### src/rtl/tff_toggle_arbiter.sv
// Round-robin arbiter that sequences toggle requests into a shared T-type
// register, with a parallel load path and a saturating grant counter.
module tff_toggle_arbiter #(
    parameter int NREQ  = 4,
    parameter int WIDTH = 8,
    parameter int IDW   = 2,
    parameter int CNTW  = 8
) (
    input  logic                  clk,
    input  logic                  reset,
    input  logic [NREQ-1:0]       req,
    input  logic [NREQ*WIDTH-1:0] mask,
    input  logic                  load,
    input  logic [WIDTH-1:0]      load_data,
    output logic [NREQ-1:0]       gnt,
    output logic                  gnt_valid,
    output logic [IDW-1:0]        gnt_id,
    output logic [WIDTH-1:0]      q,
    output logic [CNTW-1:0]       toggle_cnt,
    output logic                  cnt_sat
);

    localparam logic [IDW-1:0] LAST_RST = IDW'(NREQ - 1);

    logic [IDW-1:0]   last;
    logic [IDW-1:0]   win;
    logic             win_found;
    logic [WIDTH-1:0] win_mask;
    logic [CNTW-1:0]  cnt_next;
    int unsigned      idx;

    // Round-robin search starting just after the last granted requester.
    always_comb begin
        win       = '0;
        win_found = 1'b0;
        idx       = 0;
        for (int unsigned k = 1; k <= NREQ; k++) begin
            idx = (32'(last) + k) % 32'(NREQ);
            if (!win_found && req[IDW'(idx)]) begin
                win_found = 1'b1;
                win       = IDW'(idx);
            end
        end
    end

    // Select the winner's toggle mask using constant slices only.
    always_comb begin
        win_mask = '0;
        for (int unsigned i = 0; i < NREQ; i++) begin
            if (IDW'(i) == win) begin
                win_mask = mask[i*WIDTH +: WIDTH];
            end
        end
    end

    // Saturating increment; holds once all-ones is reached.
    always_comb begin
        cnt_next = toggle_cnt;
        if (!(&toggle_cnt)) begin
            cnt_next = toggle_cnt + 1'b1;
        end
    end

    // State register: load has priority over grants; idle holds q, pointer, counter.
    always_ff @(posedge clk or negedge reset) begin
        if (!reset) begin
            q          <= '0;
            gnt        <= '0;
            gnt_valid  <= 1'b0;
            gnt_id     <= '0;
            toggle_cnt <= '0;
            cnt_sat    <= 1'b0;
            last       <= LAST_RST;
        end else if (load) begin
            q         <= load_data;
            gnt       <= '0;
            gnt_valid <= 1'b0;
            gnt_id    <= '0;
        end else if (win_found) begin
            q          <= q ^ win_mask;
            gnt        <= NREQ'(1) << win;
            gnt_valid  <= 1'b1;
            gnt_id     <= win;
            last       <= win;
            toggle_cnt <= cnt_next;
            cnt_sat    <= &cnt_next;
        end else begin
            gnt       <= '0;
            gnt_valid <= 1'b0;
            gnt_id    <= '0;
        end
    end

endmodule

### config.mk
export PLATFORM = sky130hd
export DESIGN_NAME = tff_toggle_arbiter
export DESIGN_NICKNAME = d
export VERILOG_FILES = /design/src/rtl/tff_toggle_arbiter.sv
export SDC_FILE = /design/constraint.sdc
export NUM_CORES = 1
export LEC_CHECK = 0
export CAP_MARGIN = 20
export CELL_PAD_IN_SITES_DETAIL_PLACEMENT = 0
export CELL_PAD_IN_SITES_GLOBAL_PLACEMENT = 1
export CORE_MARGIN = 1
export CORE_UTILIZATION = 46
export CTS_BUF_LIST = sky130_fd_sc_hd__clkbuf_16
export CTS_CLUSTER_SIZE = 8
export DETAILED_ROUTE_END_ITERATION = 8
export DONT_BUFFER_PORTS = 1
export PLACE_DENSITY = 0.78
export SLEW_MARGIN = 20
export SYNTH_ARGS = -nofsm -noshare
export SYNTH_HDL_FRONTEND = slang
export SYNTH_SLANG_ARGS = --single-unit
export TNS_END_PERCENT = 10
### constraint.sdc
create_clock -name clk -period 2.2 [get_ports clk]
set_input_delay 0.44 -clock clk [delete_from_list [all_inputs] [get_ports clk]]
set_output_delay 0.44 -clock clk [all_outputs]
set_load 0.005 [all_outputs]
==> key figures <==
Place
  • Buffers on Ports: 0
  • GP Congestion: 0.883
  • DPL Wire Length: ~2.6 mm

Pwr
  • Sw Ratio: between 30% and 40%
  • Switch Pwr: ~630 µW
  • Seq pwr share: a little over two fifths
  • Leakage: between 0.0007 and 0.0008 µW
  • Worst vdd ir: a little over 0.0005 V
  • Total power: around 1900 µW
  • P per Cell Area: around 1000 nW/µm²
  • Gate power share: slightly below 30%
  • Clock Power Share: between 20% and 30%
  • Internal power: between 1000 and 1500 µW

Hold path
  • Hold Crit Class: in2async

Critical path
  • Depth of the worst register-to-register path: 5
  • Critical path data required time: roughly 2.4 ns
  • Reg2reg start: last[1]
  • Crit path max fanout: 20
  • Startpoint types: register
  • Critical Path Start: last[1]
  • Crit end category: register
  • Worst EP arrival: between 2 and 2.5 ns
  • Crit Path Class: reg2reg
  • Reg2reg setup slack: between 0.2 and 0.25 ns
  • FF-to-FF End: gnt[3]

STA
  • Hold Fails Final Rpt: 0
  • Period Utilization, post-route: roughly 91%
  • Unrepaired setup endpoints after global routing: false
  • Setup TNS: 0 ns
  • Slew @ Worst Pin: between 0.6 and 0.7 ns
  • Fmax: 501 MHz
  • Worst slew margin: between 50 and 60%
  • Fin. max-slew vios: 0
  • Final setup viols: 0
  • Crit path time final: 2.00 ns
  • Setup Skew: 0.00444 ns

Global route
  • Overflow after GRT: 0
  • Global Route met1 Usage: roughly a quarter
  • Routing usage on met3: approximately 6.9%
  • Largest net degree at the start of global routing: 35
  • Met2 Use GR: about a third
  • GR peak layer: met2
  • Number of global-route vias before repair: between 1000 and 1500
  • Tot GR Track Use: 19.6%
  • Global-route wire length before repair: about 6.1 mm
  • Initial antenna violation count: 0

Synthesis
  • Leading cell types by total area after synthesis: dfrtp_1, mux2i_1, or4_1
  • Post-Synthesis Cells: 170
  • Synth Area in Compound Gates: 14.3%
  • Post-synth top area cell: dfrtp_1
  • Share of the synthesized area in the top cell type: a little over a third
  • Sequential-to-total area share from yosys stat: between 30% and 40%
  • Seq cells post-synth: 26
  • Mux cell area share after synthesis: between 10 and 15%
  • Synth Cell Area: 1690 µm²
  • Post-synthesis adder-cell area fraction: 0.742%
  • Simple-gate share of the synthesized area: between 20 and 30%
  • Post-synth ARST share: 100%
  • Syn. warnings: 0
  • Main combinational cell family by area after synthesis: simple AND/OR/NAND/NOR gates
  • Cell variety after synth: 40
  • Syn nets: ~220
  • Top FF cell, synth: dfrtp_1
  • Xor/xnor cell area share of the yosys netlist: under 10%
  • Number of synthesized flops with an enable pin: 0
  • Post-Syn Area per Cell: 9.91 µm²

Drt
  • WL/cell: 17.2 µm
  • Number of detailed-route iterations in the first pass: 4
  • Vias per inst: 6.15
  • WL final: roughly 3.7 mm
  • Vias post-DR: around 1300
  • DRT iter0 DRCs: 76
  • DR DRC count: 0
  • Routed Antenna Nets: 0

Layout
  • Filler instances: about 320
  • Commonest non-fill, non-tap cell in the layout: dfrtp_1
  • Multi-input combinational cell area: ~950 µm²
  • Reg area: 653 µm²
  • Most frequent cells in the layout: dfrtp_1, mux2i_1, or4_1
  • Final nets: around 220
  • Share of cells above drive strength 1: under 10%
  • Finished Core Util: a little over half
  • Area growth syn-to-layout: 9.21%
  • # diodes: 0

CTS
  • CTS sink cnt: 26
  • Root Driver: clkbuf_16
  • H-tree depth: 1
  • CTS clk-pin slew, worst paths: around 0.070 ns
  • Total CTS buffers: 3
  • CTS tree: done
  • Post CTS Setup Buffer Count: 0
  • Longest Clk Path Bufs: 2
  • Clock Latency Late Sink: ~0.26 ns

Floorplan
  • Core footprint: between 3000 and 4000 µm²
  • Die ar.: a little under 4000 µm²
  • # rows: 21
  • Initial Util: about half
  • Die W: about 63 µm
  • Die height: 62.5 µm
  • Top-Level Pins: 71

Run status
  • Status: completed

Job
  • Maxcap violations: 0
stage by stage:
| step | std cells | setup WS, ns | hold WS (ns) | area (µm²) |
|---|---|---|---|---|
| after global placement | 208 | 0.233 | 0.145 | 1700 |
| after global routing | 214 | 0.102 | 0.00170 | 1840 |
| after detailed placement | 208 | 0.133 | 0.145 | 1700 |
| after floorplan | 170 | 0.356 | 0.144 | 1690 |
| after CTS | 214 | 0.117 | 0.00800 | 1840 |
| final | 214 | 0.205 | 0.0152 | 1840 |
how the worst max path moves through the flow:
stage                     cells after the start  slack [ns]      end
after floorplan                               7        0.36  cnt_sat
after global placement                        5        0.23     q[1]
after detailed placement                      5        0.13     q[3]
after CTS                                     5        0.12     q[0]
after global routing                          5        0.10     q[0]
final                                         5        0.20   gnt[3]
per-layer routing:
layer / vias to the layer above / routed length (µm) / part of all wire (%)
met5: - / 0 / 0
li1: 646 / - / -
met2: 44 / 1800 / 49
met3: 2 / 264 / 7.2
met4: 0 / 24 / 0.65
met1: 624 / 1580 / 43
power by group through the flow:
stage	logic [µW]	registers [µW]	clock network (µW)
after CTS	547	792	546
after floorplan	488	729	0
after global placement	501	791	0
after global routing	612	819	560
after detailed placement	526	801	0
final	544	792	526
state kept, by name (all words and copies together) (netlist names):
register    cells
q               8
last            2
gnt_valid       1
gnt_id          2
cnt_sat         1
toggle_cnt      8
gnt             4
final cells by class:
type	instances	share of cell area (%)
clock buffer	3	4.08
clock inverter	1	1.63
inverter	3	0.612
multi-input combinational	130	51.5
sequential	26	35.5
tap	46	3.13
timing repair buffer	5	3.54
cell usage after synthesis, drive strengths merged (3+ instances only):
master,n
a21o,4
and2,3
buf,6
clkbuf,5
dfrtp,24
inv,3
mux2,3
mux2i,20
nand2,14
nand2b,3
nand3,3
nand4,10
nor2,9
nor2b,9
o21ai,4
o221ai,8
or4,16
critical path, stage by stage, from the launching register on:
cell     delay [ns]
dfstp_2        0.60
mux2i_1        0.22
o32a_1         0.22
o21a_1         0.53
nor2_1         0.14
and2_1         0.19
logic make-up (layout without fill, tap and decap cells):
| family | count (synthesis) | in the layout |
|---|---|---|
| and+or+nand+nor | 72 | 72 |
| adders and majority gates | 1 | 1 |
| xor gates and xnor gates | 4 | 4 |
| muxes | 23 | 23 |
| DFF | 26 | 26 |
| buffers and inverters | 14 | 12 |
| AOI/OAI and AO/OA | 30 | 30 |
repair_timing:
| item | 4_1_cts | 5_1_grt |
|---|---|---|
| gates resized for setup | 0 | 1 |
| hold buffers | 2 | 0 |
| setup endpoints to repair | 0 | 2 |
| hold endpoints to repair | 24 | 0 |
No activity file was read; power rests on OpenSTA's default activity.
